**src/rtl/apb_timer_cfg_master.sv**
```systemverilog
`default_nettype none
// =============================================================================
// apb_timer_cfg_master: valid/ready command stream to APB3 initiator (timx_p* bus).
// Optional stall watchdog enabled by defining APB_MASTER_TIMEOUT_EN.
// Revision: 1.0
// =============================================================================
module apb_timer_cfg_master #(
  parameter int ADDR_W         = 16,
  parameter int DATA_W         = 32,
  parameter int TIMEOUT_CYCLES = 255
) (
  input  logic              apb_clk,
  input  logic              apb_rst_n,
  input  logic              cmd_valid,
  output logic              cmd_ready,
  input  logic              cmd_write,
  input  logic [ADDR_W-1:0] cmd_addr,
  input  logic [DATA_W-1:0] cmd_wdata,
  output logic              rsp_valid,
  output logic [DATA_W-1:0] rsp_rdata,
  output logic              rsp_err,
  output logic              rsp_timeout,
  output logic              timx_psel,
  output logic              timx_penable,
  output logic              timx_pwrite,
  output logic [ADDR_W-1:0] timx_paddr,
  output logic [DATA_W-1:0] timx_pwdata,
  input  logic [DATA_W-1:0] timx_prdata,
  input  logic              timx_pready,
  input  logic              timx_pslverr
);

  typedef enum logic [1:0] {
    ST_IDLE   = 2'd0,
    ST_SETUP  = 2'd1,
    ST_ACCESS = 2'd2
  } state_e;

  state_e            state_q, state_d;
  logic              psel_q, psel_d;
  logic              penable_q, penable_d;
  logic              pwrite_q, pwrite_d;
  logic [ADDR_W-1:0] paddr_q, paddr_d;
  logic [DATA_W-1:0] pwdata_q, pwdata_d;
  logic              rsp_valid_q, rsp_valid_d;
  logic [DATA_W-1:0] rsp_rdata_q, rsp_rdata_d;
  logic              rsp_err_q, rsp_err_d;

`ifdef APB_MASTER_TIMEOUT_EN
  // Abort fires at the edge where the wait count would reach the limit.
  localparam logic [15:0] TIMEOUT_LAST = 16'(TIMEOUT_CYCLES - 1);
  logic [15:0] wait_cnt_q, wait_cnt_d;
  logic        rsp_timeout_q, rsp_timeout_d;
  assign rsp_timeout = rsp_timeout_q;
`else
  logic unused_timeout_cfg;
  assign unused_timeout_cfg = (TIMEOUT_CYCLES == 0);
  assign rsp_timeout        = 1'b0;
`endif

  assign cmd_ready    = (state_q == ST_IDLE);
  assign timx_psel    = psel_q;
  assign timx_penable = penable_q;
  assign timx_pwrite  = pwrite_q;
  assign timx_paddr   = paddr_q;
  assign timx_pwdata  = pwdata_q;
  assign rsp_valid    = rsp_valid_q;
  assign rsp_rdata    = rsp_rdata_q;
  assign rsp_err      = rsp_err_q;

  always_comb begin
    state_d     = state_q;
    psel_d      = psel_q;
    penable_d   = penable_q;
    pwrite_d    = pwrite_q;
    paddr_d     = paddr_q;
    pwdata_d    = pwdata_q;
    rsp_valid_d = 1'b0;
    rsp_rdata_d = rsp_rdata_q;
    rsp_err_d   = rsp_err_q;
`ifdef APB_MASTER_TIMEOUT_EN
    wait_cnt_d    = wait_cnt_q;
    rsp_timeout_d = rsp_timeout_q;
`endif
    case (state_q)
      ST_IDLE: begin
        if (cmd_valid) begin
          pwrite_d = cmd_write;
          paddr_d  = cmd_addr;
          pwdata_d = cmd_wdata;
          psel_d   = 1'b1;
          state_d  = ST_SETUP;
        end
      end
      ST_SETUP: begin
        penable_d = 1'b1;
        state_d   = ST_ACCESS;
`ifdef APB_MASTER_TIMEOUT_EN
        wait_cnt_d = '0;
`endif
      end
      ST_ACCESS: begin
        if (timx_pready) begin
          psel_d      = 1'b0;
          penable_d   = 1'b0;
          rsp_valid_d = 1'b1;
          rsp_rdata_d = pwrite_q ? '0 : timx_prdata;
          rsp_err_d   = timx_pslverr;
          state_d     = ST_IDLE;
`ifdef APB_MASTER_TIMEOUT_EN
          rsp_timeout_d = 1'b0;
        end else if (wait_cnt_q == TIMEOUT_LAST) begin
          psel_d        = 1'b0;
          penable_d     = 1'b0;
          rsp_valid_d   = 1'b1;
          rsp_rdata_d   = '0;
          rsp_err_d     = 1'b1;
          rsp_timeout_d = 1'b1;
          state_d       = ST_IDLE;
        end else begin
          wait_cnt_d = wait_cnt_q + 16'd1;
`endif
        end
      end
      default: begin
        psel_d    = 1'b0;
        penable_d = 1'b0;
        state_d   = ST_IDLE;
      end
    endcase
  end

  always_ff @(posedge apb_clk or negedge apb_rst_n) begin
    if (!apb_rst_n) begin
      state_q     <= ST_IDLE;
      psel_q      <= 1'b0;
      penable_q   <= 1'b0;
      pwrite_q    <= 1'b0;
      paddr_q     <= '0;
      pwdata_q    <= '0;
      rsp_valid_q <= 1'b0;
      rsp_rdata_q <= '0;
      rsp_err_q   <= 1'b0;
`ifdef APB_MASTER_TIMEOUT_EN
      wait_cnt_q    <= '0;
      rsp_timeout_q <= 1'b0;
`endif
    end else begin
      state_q     <= state_d;
      psel_q      <= psel_d;
      penable_q   <= penable_d;
      pwrite_q    <= pwrite_d;
      paddr_q     <= paddr_d;
      pwdata_q    <= pwdata_d;
      rsp_valid_q <= rsp_valid_d;
      rsp_rdata_q <= rsp_rdata_d;
      rsp_err_q   <= rsp_err_d;
`ifdef APB_MASTER_TIMEOUT_EN
      wait_cnt_q    <= wait_cnt_d;
      rsp_timeout_q <= rsp_timeout_d;
`endif
    end
  end

endmodule
`default_nettype wire

```
**config.mk**
```make
export PLATFORM = sky130hd
export DESIGN_NAME = apb_timer_cfg_master
export DESIGN_NICKNAME = d
export VERILOG_FILES = /design/src/rtl/apb_timer_cfg_master.sv
export SDC_FILE = /design/constraint.sdc
export NUM_CORES = 1
export LEC_CHECK = 0
export CAP_MARGIN = 0
export CELL_PAD_IN_SITES_DETAIL_PLACEMENT = 0
export CELL_PAD_IN_SITES_GLOBAL_PLACEMENT = 1
export CORE_MARGIN = 5
export CORE_UTILIZATION = 35
export CTS_BUF_LIST = sky130_fd_sc_hd__clkbuf_4 sky130_fd_sc_hd__clkbuf_8
export CTS_CLUSTER_SIZE = 14
export DETAILED_ROUTE_END_ITERATION = 10
export GPL_TIMING_DRIVEN = 0
export PLACE_DENSITY = 0.95
export SLEW_MARGIN = 40
export SYNTH_ARGS = -nofsm -noshare
export SYNTH_HDL_FRONTEND = slang
export SYNTH_SLANG_ARGS = --single-unit
```
**constraint.sdc**
```tcl
create_clock -name apb_clk -period 4.3 [get_ports apb_clk]
set_input_delay 0.86 -clock apb_clk [delete_from_list [all_inputs] [get_ports apb_clk]]
set_output_delay 0.86 -clock apb_clk [all_outputs]
set_load 0.05 [all_outputs]
```
==> Word-level counts from Yosys, hierarchy flattened <==
Cells that the tools add are included.
{ "totals": {"ff_bits": 87, "out_inout_bits": 87, "wordCells": 31, "inputBits": 86} }
{ "op_classes": {"mux": 10, "reduce_logical": 6, "bitwise": 2, "eq_ne": 4} }
{ "op_table": {"columns": ["cell", "n"], "rows": [
  ["$mux 32", 1],
  ["$reduce_and 2->1", 4],
  ["$pmux 1 s3", 2],
  ["$pmux 2 s3", 1],
  ["$mux 1", 4],
  ["$mux 2", 2],
  ["$ne 2x2->1 const B", 2],
  ["$reduce_and 3->1", 1],
  ["$eq 2x1->1 const B", 1],
  ["$eq 2x2->1 const B", 1],
  ["$logic_not 2->1", 1],
  ["$not 1->1", 2]
]} }

==> Logic depth before layout (Yosys ltp) <==
Gate-level depths: netlist (run 1).
{ "depth": {"word_depth": 3, "mapped_depth": 5} }

==> Least setup slack after synthesis (run 1) <==
No wires, ideal clock.
{ "synth_path": {"path_kind": "flip-flop to flip-flop", "from": "register state_q[1]", "to": "register paddr_q[10] (netlist: timx_paddr[10])", "stages_incl_launch_ff": 6, "setup_time_ns": 0.125, "t_required_ns": 4.175, "arrival_ns": 1.686, "slack_ns": 2.489, "path_buffers": 2, "synth_period_minus_slack_ns": 1.811, "path_cell_list": "dfrtp_1 > nor2_2 > and2_4 > buf_6 > buf_12 > mux2_4"} }
{ "synth_via": {"elab_chain_len": 2} }
{ "synth_rtl": {"columns": ["element", "line", "text"], "rows": [
  ["start: declaration", "39", "state_e state_q, state_d;"],
  ["start signal: assignment", "149", "state_q <= state_d;"],
  ["$logic_not 2->1", null, null],
  ["net cmd_ready", "15", "output logic cmd_ready,"],
  ["$reduce_and 2->1 (no source line)", null, null],
  ["end signal: assignment", "153", "paddr_q <= paddr_d;"],
  ["end: declaration", "43", "logic [ADDR_W-1:0] paddr_q, paddr_d;"]
]} }
The timed path passes the listed nets, and every way through them passes these cells.
A chain may end at the register's enable or synchronous reset.

==> Worst setup path in the final report (run 1) <==
{ "layout_path": {"from": "register state_q[1]", "to": "output port cmd_ready"} }
{ "layout_via": {"elab_chain_len": 1} }
{ "layout_rtl": {"columns": ["element", "line", "text"], "rows": [
  ["$logic_not 2->1", "61", "assign cmd_ready = (state_q == ST_IDLE);"],
  ["end: declaration", "15", null]
]} }
No other way between the ends.

==> results of run 1 <==
==> registers in the layout, summed over array words and instances, names as in the netlist <==
| register | cells |
|---|---|
| rsp_rdata | 32 |
| timx_pwdata | 32 |
| timx_paddr | 16 |
| state_q | 2 |
| rsp_err | 1 |
| rsp_valid | 1 |
| timx_penable | 1 |
| timx_psel | 1 |
| timx_pwrite | 1 |
==> worst reg2reg max path: stages, from the launching register on <==
cell	delay (ns)
dfrtp_1	0.43
nor2_2	0.14
and2_4	0.14
buf_6	0.16
buf_12	0.16
mux2_4	0.31
==> cell type report <==
cell class | count | area [sq um] | area share
plain buffers | 17 | 163 | 0.0284
clock buffers | 12 | 165 | 0.0288
clock inverters | 3 | 17.5 | 0.00306
inverters | 2 | 7.51 | 0.00131
multi-input cells | 158 | 1290 | 0.225
flip-flops and latches | 87 | 2180 | 0.380
well taps | 136 | 170 | 0.0297
repair buffers | 172 | 1740 | 0.304
==> per-stage QoR <==
step                setup TNS (ns)  instance area, sq um  total power [mW]   util
floorplan                        0                  3640              3.58      -
global placement            -59.24                  5520              4.60  0.540
detailed placement               0                  5550              4.66  0.542
CTS                              0                  5730              5.20  0.560
global route                     0                  5730              5.39  0.560
finish                           0                  5730              5.14  0.560
==> where the power goes <==
part           internal, mW  switching [mW]  total (mW)
logic                  1.27            1.91        3.18
registers              1.20           0.228        1.43
clock network         0.252           0.271       0.523
==> kinds of logic after synthesis <==
| kind of cell | after synthesis |
|---|---|
| compound gates | 37 |
| flops | 87 |
| simple gates | 70 |
| other cells | 1 |
| mux | 50 |
| buf+inv | 19 |
==> per-layer routing <==
layer | track usage | vias up
met5 | 0 | -
li1 | - | 1242
met3 | 0.0364 | 20
met1 | 0.178 | 1236
met2 | 0.257 | 104
met4 | 0.0753 | 0
==> cell usage after synthesis, drive strengths merged <==
master  instances
o21a            1
and2            1
dfrtp          87
inv             2
conb            1
o21ai          35
nand3b          1
clkbuf          4
a21oi           1
buf            13
nand2          34
nor2            2
mux2           50
nand2b         32
==> worst max path at each step <==
| stage | startpoint | endpoint | slack, ns | cells after the start |
|---|---|---|---|---|
| after global placement | apb_rst_n | rsp_valid | -0.69 | 1 |
| after detailed placement | timx_pready | rsp_rdata[6] | 2.04 | 6 |
| after CTS | state_q[1] | cmd_ready | 1.65 | 2 |
| after global routing | state_q[1] | cmd_ready | 1.64 | 2 |
| after floorplan | state_q[1] | timx_paddr[10] | 2.49 | 5 |
| final | state_q[1] | cmd_ready | 1.69 | 2 |
==> metrics.md, run 1 <==
| Metric | Value |
|---|---|
| Synth Cell Area | `around 3600 sq um` |
| FF-to-FF End | `timx_pwdata[12]` |
| CP endpoint kind | `output port` |
| Input/output buffers | `171` |
| Reg2reg setup slack | `2.85 ns` |
| Max Clk Rate | `383 MHz` |
| Top Metal Used | `met4` |
| Max-cap violations | `0` |
| Maximum vdd drop | `0.447 mV` |
| RR Startpoint | `state_q[1]` |
| Yosys cell types | `20` |
| DRC | `0` |
| Kind of critical path | `flop to output port` |
| # diodes | `0` |
| Synth area leader | `dfrtp_1` |
| Pin count of the biggest net entering global routing | `47` |
| Main area contributors after synthesis | `dfrtp_1 (60%), mux2_4 (20%), nand2b_1 (5.5%)` |
| Clk_skew | `around 0.0075 ns` |
| Worst EP required | `3.44 ns` |
| Largest stage delay, worst path | `0.83 ns` |
| Post-synthesis adder-cell area fraction | `0` |
| Most frequent cells in the layout | `clkdlybuf4s50_1 (170), dfrtp_1 (87), mux2_4 (49), o21ai_0 (35), nand2_1 (34)` |
| Post-Synthesis Cells | `264` |
| Largest family of logic cells by synthesized area | `multiplexers` |
| WL met1 | `3.83 mm` |
| Critical-path cell list | `nor2_2 > clkdlybuf4s50_1` |
| Top-area cell type share of the netlist area | `0.598` |
| Initial antenna violation count | `0` |
| Outcome | `finished clean` |
| Kind of start point of the critical path | `flop` |
| Commonest non-fill, non-tap cell in the layout | `clkdlybuf4s50_1` |
| Crit path DAT | `1.75 ns` |
| Dpl cells | `572` |
| GP Congestion | `roughly 0.74` |
| IO Count | `173` |
| Antenna Nets Post-Route | `0` |
| CTS Buffer Depth | `2` |
| Nets@finish | `between 500 and 600` |
| # clock sinks | `87` |
| WL met3 | `494 um` |
| Iteration-0 DRC Markers | `91` |
| Final setup vio count | `0` |
| First-pass GRT wire length | `15.1 mm` |
| Clk root buf | `clkbuf_8` |
| Global route overflow | `0` |
| Final Hold Viols | `0` |
| CTS tree | `done` |
| Leak Pwr | `2.49 nW` |
| Slowest-stage cell, CP | `clkdlybuf4s50_1` |
| PD cells | `896 nW/um^2` |
| Detailed placement HPWL | `7.02 mm` |
| Reg2reg path depth | `5` |
| Total GRT Usage | `0.151` |
| WL final | `9.16 mm` |
| Pre-CTS setup slack | `2.04 ns` |
| Yosys warnings | `0` |
| Slew margin rel. | `0.636` |
| RSZ-0062 raised after global routing | `false` |
| Worst path bufs/invs | `1` |
| Mapped Nets | `350` |
| Area Overhead vs Synth | `57.5%` |
| Fin cells | `587` |
| Wire length per cell | `15.6 um` |
| Hold/Removal Path Class | `input pin to asynchronous set/reset pin` |
| Post-CTS setup buffers | `0` |
| Synth Area in XOR/XNOR | `0` |
| CTS clk-pin slew, worst paths | `0.08 ns` |
| Total die area | `12500 sq um` |
| Worst-path maximum fanout | `6` |
| Htree depth | `3` |
| Die X | `~110 um` |
| Rows | `37` |
| Mux cell area share after synthesis | `0.205` |
| Via count | `2602` |
| CTS Hold Buffers Added | `0` |
| Share of cells above drive strength 1 | `0.180` |
| Die height | `112 um` |
| Setup ws final | `~1.7 ns` |
| Final Max Slew Viols | `0` |
| Synth Area in Simple Gates | `0.0973` |
| Number of global-route vias before repair | `2911` |
| Synth Area in Compound Gates | `0.0516` |
| Crit path time final | `2.61 ns` |
| Hold Slack | `0.408 ns` |
| Post-cts sizing count | `0` |
| Met2 wire len | `4.55 mm` |
| Post-synthesis sequential area ratio | `0.598` |
| Crit path max-delay family | `buffers and inverters` |
| Core ar. | `10200 sq um` |
| Seq cells post-synth | `87` |
| CTS buffer count | `9` |
| Tcrit/Tclk final | `0.607` |
| Initial core utilization | `0.356` |
| DR vias/cell | `between 4 and 5` |
| Worst Tran Pin Value | `about 0.54 ns` |
| Drt pass-1 iters | `4` |
| Worst-skew pair later-pin latency | `0.35 ns` |
| Layout fillers | `848` |
| Avg Cell Area, Syn | `13.8 sq um` |
(Power assumes the default switching activity.)
==> run 2: changes to the inputs <==
CORE_UTILIZATION = 29   (was 35)
PLACE_DENSITY = 0.88   (was 0.95)
clock period = 2.1 ns   (was 4.3 ns; I/O delays follow)
==> metrics.md, run 2 (same netlist as run 1, synthesis figures left out) <==
| Metric | Value |
|---|---|
| Outcome | `finished clean` |
| WL final | `9.44 mm (+3.0%)` |
| Clk root buf | `clkbuf_8` |
| Tcrit/Tclk final | `0.945` |
| Pre-CTS setup slack | `0.270 ns (-1.77 ns)` |
| Die X | `122 um (+9.0%)` |
| Worst EP required | `1.68 ns (-1.76 ns)` |
| RR Startpoint | `state_q[1]` |
| Drt pass-1 iters | `4 (unchanged)` |
| Post-route setup TNS | `0 ns (unchanged)` |
| Final setup vio count | `0 (unchanged)` |
| Largest stage delay, worst path | `0.85 ns (+0.02 ns)` |
| Crit path max-delay family | `buffers and inverters` |
| Critical-path cell list | `clkdlybuf4s50_1` |
| Most frequent cells in the layout | `clkdlybuf4s50_1 (168), dfrtp_1 (87), mux2_4 (49), o21ai_0 (35), nand2_1 (34)` |
| CTS buffer count | `9 (unchanged)` |
| CTS Buffer Depth | `2 (unchanged)` |
| Dpl cells | `608 (+6.3%)` |
| Fin cells | `625 (+6.5%)` |
| Layout fillers | `1155 (+36%)` |
| Reg2reg setup slack | `0.66 ns (-2.19 ns)` |
| # clock sinks | `87 (unchanged)` |
| GP Congestion | `0.708 (-4.1%)` |
| RSZ-0062 raised after global routing | `false` |
| PD cells | `1820 nW/um^2 (+100%)` |
| Kind of critical path | `flop to output port` |
| DR vias/cell | `4.15 (-6.4%)` |
| Htree depth | `3 (unchanged)` |
| Nets@finish | `534 (+0.19%)` |
| Slowest-stage cell, CP | `clkdlybuf4s50_1` |
| Iteration-0 DRC Markers | `108 (+19%)` |
| Reg2reg path depth | `5 (unchanged)` |
| Leak Pwr | `2.50 nW (+0.34%)` |
| Antenna Nets Post-Route | `0 (unchanged)` |
| CP Depth | `1 (-1)` |
| Area Overhead vs Synth | `59.1%` |
| Clk_skew | `0.0163 ns (+0.00873 ns)` |
| Pin count of the biggest net entering global routing | `61 (+30%)` |
| DRC | `0 (unchanged)` |
| Hold Path Origin | `rsp_rdata[2]` |
| Commonest non-fill, non-tap cell in the layout | `clkdlybuf4s50_1` |
| Total die area | `14900 sq um (+19%)` |
| Final Max Slew Viols | `0 (unchanged)` |
| Final Hold Viols | `0 (unchanged)` |
| Initial core utilization | `0.292 (-0.0638)` |
| Worst-skew pair later-pin latency | `0.35 ns (about the same)` |
| Worst Tran Pin Value | `0.559 ns (+0.0150 ns)` |
| Setup ws final | `0.116 ns (-1.58 ns)` |
| CP endpoint kind | `output port` |
| CTS clk-pin slew, worst paths | `0.09 ns (about the same)` |
| First-pass GRT wire length | `14.7 mm (-2.7%)` |
| Number of global-route vias before repair | `2819 (-3.2%)` |
| Hold/Removal Path Class | `flop to flop` |
| Wire length per cell | `15.1 um (-3.2%)` |
| Max Clk Rate | `between 500 and 600 MHz` |
| Detailed placement HPWL | `7.36 mm (+4.8%)` |
| Die height | `122 um (+9.0%)` |
| Design Power | `10.5 mW (+110%)` |
| Input/output buffers | `171 (unchanged)` |
| Rows | `41 (+11%)` |
| IO Count | `173 (unchanged)` |
| Slew margin rel. | `0.626 (-0.0101)` |
| Maximum vdd drop | `0.760 mV (+70%)` |
| Max-cap violations | `0 (unchanged)` |
| Initial antenna violation count | `0 (unchanged)` |
| Core ar. | `12500 sq um (+22%)` |
| Total GRT Usage | `0.127 (-0.0239)` |
| Kind of start point of the critical path | `flop` |
| Share of cells above drive strength 1 | `0.181 (+0.00141)` |
| Via count | `2593 (-0.35%)` |
| FF-to-FF End | `timx_paddr[4]` |
| Crit path DAT | `1.56 ns (-0.19 ns)` |
| Hold Path Stages | `2` |
| Worst path bufs/invs | `1 (unchanged)` |
| Worst-path maximum fanout | `2 (-4)` |
| Hold EP | `rsp_rdata[2]` |
| CTS tree | `done` |
| # diodes | `0 (unchanged)` |
| Crit path time final | `around 2.0 ns` |
| Global route overflow | `0 (unchanged)` |
run 2: changes by cell type in the layout (fill, tap and decap cells not counted):
cell | previous run | this run
clkbuf_8 | 12 | 11
dlygate4sd2_1 | 0 | 2
clkinv_4 | 0 | 2
clkdlybuf4s50_1 | 170 | 168
clkinv_2 | 2 | 1
dlygate4sd3_1 | 0 | 1
clkbuf_4 | 0 | 1
run 2: area by class of cell:
class | instances | area, sq um | area share
sequential | 87 | 2180 | 0.376
clock buffer | 12 | 159 | 0.0274
multi-input combinational | 158 | 1290 | 0.223
timing repair buffer | 173 | 1750 | 0.302
inverter | 2 | 7.51 | 0.00130
tap | 172 | 215 | 0.0372
clock inverter | 4 | 30.0 | 0.00518
buffer | 17 | 163 | 0.0281
run 2: worst max-delay path by stage:
stage | startpoint | to | slack (ns)
floorplan | state_q[1] | timx_paddr[10] | 0.29
global placement | apb_rst_n | rsp_rdata[16] | -2.51
detailed placement | timx_pready | rsp_rdata[17] | 0.27
CTS | timx_pwdata[17] | timx_pwdata[17] | 0.08
global route | timx_psel | timx_psel | 0.06
finish | timx_pwdata[17] | timx_pwdata[17] | 0.12
run 2: power breakdown:
group | leakage (nW) | switching, mW | total [mW] | internal (mW)
registers | 1.06 | 0.458 | 2.92 | 2.47
clock network | 0.0960 | 0.587 | 1.10 | 0.511
logic | 1.34 | 3.93 | 6.52 | 2.59
total | 2.50 | 4.98 | 10.5 | 5.56
run 2: per-stage QoR:
step                 util  hold slack, ns  area (sq um)
floorplan               -           0.124          3640
global placement    0.447           0.464          5570
detailed placement  0.449           0.307          5600
CTS                 0.465           0.477          5790
global route        0.465           0.514          5790
finish              0.465           0.482          5790
run 2: per-layer routing:
layer / vias to the layer above / wire, um / global-route usage
met5: - / 0 / 0
met4: 0 / 218 / 0.0637
met3: 16 / 498 / 0.0274
met2: 86 / 4890 / 0.218
met1: 1252 / 3830 / 0.151
li1: 1239 / - / -
run 2: what timing repair did:
action / 4_1_cts / 5_1_grt
hold buffers: 1 / 0
endpoints found under the hold margin: 27 / 0
setup buffers: 0 / 0
setup endpoints to repair: 2 / 0
gates resized for setup: 2 / 0
==> run 3: changes to the inputs <==
SKIP_LAST_GASP = 1   (was unset)
==> results of run 3 <==
Same layout as run 2: the final DEF is identical, and so are final timing and power.
